`config.mk`:
```
export PLATFORM = sky130hd
export DESIGN_NAME = if_stage_pipe
export DESIGN_NICKNAME = d
export VERILOG_FILES = /design/src/rtl/if_stage_pipe.sv
export SDC_FILE = /design/constraint.sdc
export NUM_CORES = 1
export LEC_CHECK = 0
export ABC_AREA = 1
export CAP_MARGIN = 20
export CORE_MARGIN = 2
export CORE_UTILIZATION = 35
export DETAILED_ROUTE_END_ITERATION = 6
export HOLD_SLACK_MARGIN = 0.15
export PLACE_DENSITY = 0.67
export SYNTH_ARGS = -nofsm -noshare
export SYNTH_HDL_FRONTEND = slang
export SYNTH_SLANG_ARGS = --single-unit
```
`constraint.sdc`:
```
create_clock -name clk_i -period 3.3 [get_ports clk_i]
set_input_delay 0.495 -clock clk_i [delete_from_list [all_inputs] [get_ports clk_i]]
set_output_delay 0.495 -clock clk_i [all_outputs]
set_load 0.03 [all_outputs]
```
`src/rtl/if_stage_pipe.sv`:
```
// Instruction-fetch PC register and IF/ID pipeline register.
// Optional performance counters are built when IF_PERF_CNT_EN is defined.
module if_stage_pipe #(
  parameter logic [31:0] RESET_PC = 32'h0000_0000
) (
  input  logic        clk_i,
  input  logic        rst_i,
  input  logic        stallPC,
  input  logic        IFID_stall,
  input  logic        IFID_flush,
  input  logic        EX_PCSrc,
  input  logic [31:0] EX_branchTarget,
  output logic [31:0] imem_addr_o,
  input  logic [31:0] imem_instr_i,
  output logic [31:0] IFID_pc_o,
  output logic [31:0] IFID_pcPlus4_o,
  output logic [31:0] IFID_instr_o,
  output logic        IFID_valid_o,
  output logic [31:0] stallCount_o,
  output logic [31:0] flushCount_o
);

  localparam int unsigned XLEN = 32;

  logic [XLEN-1:0] pc_q, pc_d;
  logic [XLEN-1:0] pc_plus4;
  logic [XLEN-1:0] ifid_pc_q, ifid_pc_d;
  logic [XLEN-1:0] ifid_pc4_q, ifid_pc4_d;
  logic [XLEN-1:0] ifid_instr_q, ifid_instr_d;
  logic            ifid_valid_q, ifid_valid_d;

  assign pc_plus4 = pc_q + XLEN'(4);

  // Redirect beats stall; targets are forced word aligned.
  always_comb begin
    pc_d = pc_plus4;
    if (EX_PCSrc) begin
      pc_d = {EX_branchTarget[XLEN-1:2], 2'b00};
    end else if (stallPC) begin
      pc_d = pc_q;
    end
  end

  // Flush beats stall in the IF/ID register.
  always_comb begin
    ifid_pc_d    = pc_q;
    ifid_pc4_d   = pc_plus4;
    ifid_instr_d = imem_instr_i;
    ifid_valid_d = 1'b1;
    if (IFID_flush) begin
      ifid_pc_d    = '0;
      ifid_pc4_d   = '0;
      ifid_instr_d = '0;
      ifid_valid_d = 1'b0;
    end else if (IFID_stall) begin
      ifid_pc_d    = ifid_pc_q;
      ifid_pc4_d   = ifid_pc4_q;
      ifid_instr_d = ifid_instr_q;
      ifid_valid_d = ifid_valid_q;
    end
  end

  always_ff @(posedge clk_i) begin
    if (rst_i) begin
      pc_q         <= RESET_PC;
      ifid_pc_q    <= '0;
      ifid_pc4_q   <= '0;
      ifid_instr_q <= '0;
      ifid_valid_q <= 1'b0;
    end else begin
      pc_q         <= pc_d;
      ifid_pc_q    <= ifid_pc_d;
      ifid_pc4_q   <= ifid_pc4_d;
      ifid_instr_q <= ifid_instr_d;
      ifid_valid_q <= ifid_valid_d;
    end
  end

  assign imem_addr_o    = pc_q;
  assign IFID_pc_o      = ifid_pc_q;
  assign IFID_pcPlus4_o = ifid_pc4_q;
  assign IFID_instr_o   = ifid_instr_q;
  assign IFID_valid_o   = ifid_valid_q;

`ifdef IF_PERF_CNT_EN
  logic [XLEN-1:0] stall_cnt_q, stall_cnt_d;
  logic [XLEN-1:0] flush_cnt_q, flush_cnt_d;

  // Saturating event counters; a flush cycle is not counted as a stall.
  always_comb begin
    stall_cnt_d = stall_cnt_q;
    flush_cnt_d = flush_cnt_q;
    if (IFID_flush) begin
      if (flush_cnt_q != '1) flush_cnt_d = flush_cnt_q + XLEN'(1);
    end else if (IFID_stall) begin
      if (stall_cnt_q != '1) stall_cnt_d = stall_cnt_q + XLEN'(1);
    end
  end

  always_ff @(posedge clk_i) begin
    if (rst_i) begin
      stall_cnt_q <= '0;
      flush_cnt_q <= '0;
    end else begin
      stall_cnt_q <= stall_cnt_d;
      flush_cnt_q <= flush_cnt_d;
    end
  end

  assign stallCount_o = stall_cnt_q;
  assign flushCount_o = flush_cnt_q;
`else
  assign stallCount_o = '0;
  assign flushCount_o = '0;
`endif

endmodule

```
Word level (Yosys, flattened, before mapping) --
Cells that the tools add are included.
Word-level totals: bits in registers 129, output and inout port bits 193
Operators by class: add/subtract/negate cells 1, eq/ne operators 1, muxes and demuxes 2, reductions and logical operators 2
Operators by type and width (number):
- 32-bit 2-to-1 mux | 2
- 32-bit by 3-bit adder with 32-bit output, second input constant | 1
- 2-bit OR reduction | 2
- 2-bit by 1-bit inequality test with 1-bit output, second input constant | 1

Logic depth before layout (Yosys ltp) --
depth after elaboration 3, depth in mapped cells 10, gate-level depth less buffers 10

Least setup slack after synthesis --
OpenSTA, ideal clock, no wires.
kind reg-to-reg, from register pc_q[3], in the netlist imem_addr_o[3], to register ifid_pc4_q[30], in the netlist IFID_pcPlus4_o[30], arrival time 1596 ps, data required time 3185 ps, path slack 1589 ps, stages on the path, launching flop included 11, buffers on the path 0, clock period less this slack 1711 ps, cell sequence dfxtp_1 > ha_1 > nand2_1 > nor2_4 > nand2_4 > nor2_4 > nand2_1 > nand2_1 > nand2_1 > o21ai_0 > inv_1
On the way: longest elaborated chain between the ends 1
Ends and longest elaborated chain:
- start: declaration | RTL line 25 | logic [XLEN-1:0] pc_q, pc_d;
- start signal: assignment | RTL line 71 | pc_q <= pc_d;
- 32-bit by 3-bit adder with 32-bit output | RTL line 32 | assign pc_plus4 = pc_q + XLEN'(4);
- end signal: assignment | RTL line 73 | ifid_pc4_q <= ifid_pc4_d;
- end: declaration | RTL line 28 | logic [XLEN-1:0] ifid_pc4_q, ifid_pc4_d;
Every way passes these cells. A chain may end at the register's enable or synchronous reset.

Worst setup path after layout --
from register pc_q[16], in the netlist imem_addr_o[16], to output imem_addr_o[16]
RTL lines:
- end: declaration | RTL line 13 | output logic [31:0] imem_addr_o,
No word-level cell between the ends.

==> reports/qor.json <==
{
  "floorplan.die.height": {"value": 134, "unit": "um"},
  "timing.critical_path.slowest_stage_cell": {"value": "sky130_fd_sc_hd__clkdlybuf4s50_1"},
  "holdPathEnd": {"value": "IFID_instr_o[16]"},
  "num_rows": {"value": 47},
  "critPathMaxFanout": {"value": 6},
  "post_route_cells_drive_above_1_share": {"value": 0.0572},
  "worst_skew_pair.late_latency": {"value": 0.42, "unit": "ns"},
  "top_area_cells_in_the_synthesized_netlist": {"value": "sky130_fd_sc_hd__dfxtp_1 (42%), sky130_fd_sc_hd__nand2_1 (15%), sky130_fd_sc_hd__buf_4 (8.9%)"},
  "antenna_violating_nets_post_route": {"value": 0},
  "worst_slew_pin_slew": {"value": 0.752, "unit": "ns"},
  "grt_antenna_before_repair": {"value": 0},
  "max-clock-path-buffers": {"value": 2},
  "place.port_buffers": {"value": 190},
  "globalplace.congestion": {"value": 0.860},
  "synth_commonest_cells": {"value": "sky130_fd_sc_hd__nand2_1 (228), sky130_fd_sc_hd__dfxtp_1 (123), sky130_fd_sc_hd__a21oi_1 (86), sky130_fd_sc_hd__nor2_1 (82), sky130_fd_sc_hd__inv_1 (77)"},
  "drcViolationCount": {"value": 0},
  "critPathBufInv": {"value": 1},
  "drt_first_iter_violations": {"value": 319},
  "critical_path.top_delay_family": {"value": "buffers and inverters"},
  "crit_required": {"value": 2.80, "unit": "ns"},
  "regToRegEndpoint": {"value": "IFID_pcPlus4_o[30]"},
  "ys_types": {"value": 26},
  "htree_num_levels": {"value": 4},
  "syn_area": {"value": 5900, "unit": "sq um"},
  "die-area": {"value": 17900, "unit": "sq um"},
  "timing_worst_setup_path_type": {"value": "reg -> out"},
  "maximum_number_of_pins_on_one_net_before_global_route_repair": {"value": 72},
  "finalNetCount": {"value": 1089},
  "postSynthCellCount": {"value": 843},
  "timing.final.hold_violations": {"value": 0},
  "min_path_cells": {"value": 2},
  "detail_route.vias_per_cell": {"value": 4.46},
  "arrival": {"value": 1.65, "unit": "ns"},
  "postLayoutSetupSlackWorst": {"value": 1.15, "unit": "ns"},
  "dr_wl_cell": {"value": 13.9, "unit": "um"},
  "ys.warnings.count": {"value": 0},
  "min_path_type": {"value": "reg -> reg"},
  "clkTransAtPathRegs": {"value": 0.06, "unit": "ns"},
  "outcome": {"value": "completed"},
  "vdd_ir_drop_max": {"value": 0.365, "unit": "mV"},
  "cts_buffers": {"value": 17},
  "leakage": {"value": 0.00350, "unit": "uW"},
  "seq_area_frac_synth": {"value": 0.418},
  "timing.critical_path.cells": {"value": "clkdlybuf4s50_1"},
  "layout_min_cycle_time": {"value": 2.15, "unit": "ns"},
  "power_per_cell_area": {"value": 513, "unit": "nW/um^2"},
  "post-dp-hpwl": {"value": 12.0, "unit": "mm"},
  "r2r-start": {"value": "imem_addr_o[2]"},
  "grt_setup_unrepaired": {"value": "false"},
  "fmax": {"value": 0.465, "unit": "GHz"},
  "cp-start-kind": {"value": "flop"},
  "detail_route.wirelength": {"value": 17.3, "unit": "mm"},
  "global_route.usage.total": {"value": 0.194},
  "yosysTopAreaCellShare": {"value": 0.418},
  "max_cap_viol": {"value": 0},
  "finalClockSkew": {"value": 0.00631, "unit": "ns"},
  "die_x": {"value": 134, "unit": "um"},
  "grt_overflow": {"value": 0},
  "synth_area_per_cell": {"value": 7.00, "unit": "sq um"},
  "synth-edff-count": {"value": 0},
  "cp_slowest_stage_delay": {"value": 0.74, "unit": "ns"},
  "clock-root-buffer": {"value": "sky130_fd_sc_hd__clkbuf_16"},
  "n_antenna_cell": {"value": 0},
  "ff2ff_path_depth": {"value": 10},
  "timing.final.crit_share": {"value": 0.651},
  "synthArstFlopShare": {"value": 0},
  "fin_setup_tns": {"value": 0, "unit": "ns"},
  "timing.hold.worst.start": {"value": "IFID_instr_o[16]"},
  "finalSetupViolCount": {"value": 0},
  "holdBufCountCts": {"value": 0},
  "final_max_tran_viols": {"value": 0},
  "floorplan.core_area": {"value": 16500, "unit": "sq um"},
  "max-slew-margin-rel": {"value": 0.499},
  "initial_core_util": {"value": 0.357},
  "first_pass_grt_wire_length": {"value": 27.3, "unit": "mm"},
  "regToRegSetupSlack": {"value": 1.56, "unit": "ns"},
  "vias": {"value": 5574},
  "setup.worst_path.end_class": {"value": "output pin"},
  "numClockSinks": {"value": 123},
  "leading_area_contributor_after_synthesis": {"value": "sky130_fd_sc_hd__dfxtp_1"},
  "grt_pass1_vias": {"value": 5171},
  "place_ws": {"value": 1.20, "unit": "ns"},
  "areaGrowthSynthToFinish": {"value": 41.8, "unit": "%"},
  "drt-pass1-iter-count": {"value": 6},
  "cts_setup_buffers": {"value": 0},
  "tritoncts": {"value": "yes"},
  "cts_repair_resize_count": {"value": 0},
  "critical_path_start": {"value": "imem_addr_o[16]"},
  "yosys.cell_count.top_type": {"value": "sky130_fd_sc_hd__nand2_1"},
  "synthFlopType": {"value": "sky130_fd_sc_hd__dfxtp_1"},
  "yosys_register_bits": {"value": 123},
  "floorplan.io_pins": {"value": 263}
}
logic make-up (layout without fill, tap and decap cells):
| family | Yosys count | after routing | synth area share |
|---|---|---|---|
| other | 1 | 70 | 0.000636 |
| buffers and inverters | 189 | 308 | 0.167 |
| AO/OA/AOI/OAI | 165 | 165 | 0.147 |
| AND/OR/NAND/NOR | 349 | 349 | 0.243 |
| XOR/XNOR | 15 | 15 | 0.0223 |
| adder cells (fa/ha/maj) | 1 | 1 | 0.00212 |
| flip-flops | 123 | 123 | 0.418 |
metrics by stage:
stage	hold WS [ns]	util	power (uW)	std cells	area, sq um
2_1_floorplan	0.594	-	2080	912	6160
3_3_place_gp	0.451	0.467	2270	1219	7720
3_5_place_dp	0.454	0.467	2280	1219	7720
4_1_cts	0.463	0.506	4320	1251	8360
5_1_grt	0.477	0.506	4450	1251	8360
6_report	0.461	0.506	4290	1251	8360
sequential cells by signal, summed over array words and instances (netlist names):
signal	count
IFID_pc_o	30
imem_addr_o	30
IFID_instr_o	32
IFID_valid_o	1
IFID_pcPlus4_o	30
cell usage in the layout, fill, tap and decap left out, types with 8 or more instances in the layout:
cell | synthesis | layout
sky130_fd_sc_hd__clkbuf_16 | 0 | 17
sky130_fd_sc_hd__o21ai_0 | 62 | 62
sky130_fd_sc_hd__nand3_1 | 18 | 18
sky130_fd_sc_hd__a21oi_1 | 86 | 86
sky130_fd_sc_hd__dfxtp_1 | 123 | 123
sky130_fd_sc_hd__xor2_1 | 11 | 11
sky130_fd_sc_hd__nor2_1 | 82 | 81
sky130_fd_sc_hd__clkdlybuf4s50_1 | 0 | 189
sky130_fd_sc_hd__inv_1 | 77 | 76
sky130_fd_sc_hd__nand2_1 | 228 | 228
sky130_fd_sc_hd__conb_1 | 1 | 70
sky130_fd_sc_hd__nor2_4 | 8 | 8
routing by layer:
layer	routed length, um	vias up	track usage
met5	0	-	0
met1	7850	2480	0.255
met4	359	0	0.0810
met3	1280	24	0.0506
met2	7860	215	0.303
li1	-	2855	-
report_power, final:
| part | switching, uW | internal, uW | total [uW] |
|---|---|---|---|
| Clock | 692 | 1350 | 2040 |
| Combinational | 417 | 232 | 649 |
| Sequential | 54.6 | 1540 | 1600 |
| Total | 1160 | 3130 | 4290 |
cell type report:
| cell class | instances | area [sq um] |
|---|---|---|
| inverters | 78 | 294 |
| flip-flops and latches | 123 | 2460 |
| multi-input cells | 600 | 2710 |
| fillers | 1623 | 8160 |
| well taps | 220 | 275 |
| clock buffers | 19 | 443 |
| clock inverters | 13 | 198 |
| repair buffers | 198 | 1980 |
worst max path at each step:
| stage | endpoint | slack [ns] | cells after the start |
|---|---|---|---|
| after CTS | imem_addr_o[18] | 1.14 | 1 |
| after detailed placement | imem_addr_o[18] | 1.20 | 7 |
| after global routing | imem_addr_o[18] | 1.08 | 1 |
| after global placement | imem_addr_o[14] | 1.22 | 8 |
| after floorplan | IFID_pcPlus4_o[30] | 1.59 | 10 |
| final | imem_addr_o[16] | 1.15 | 1 |
No activity file was read; power rests on OpenSTA's default activity.
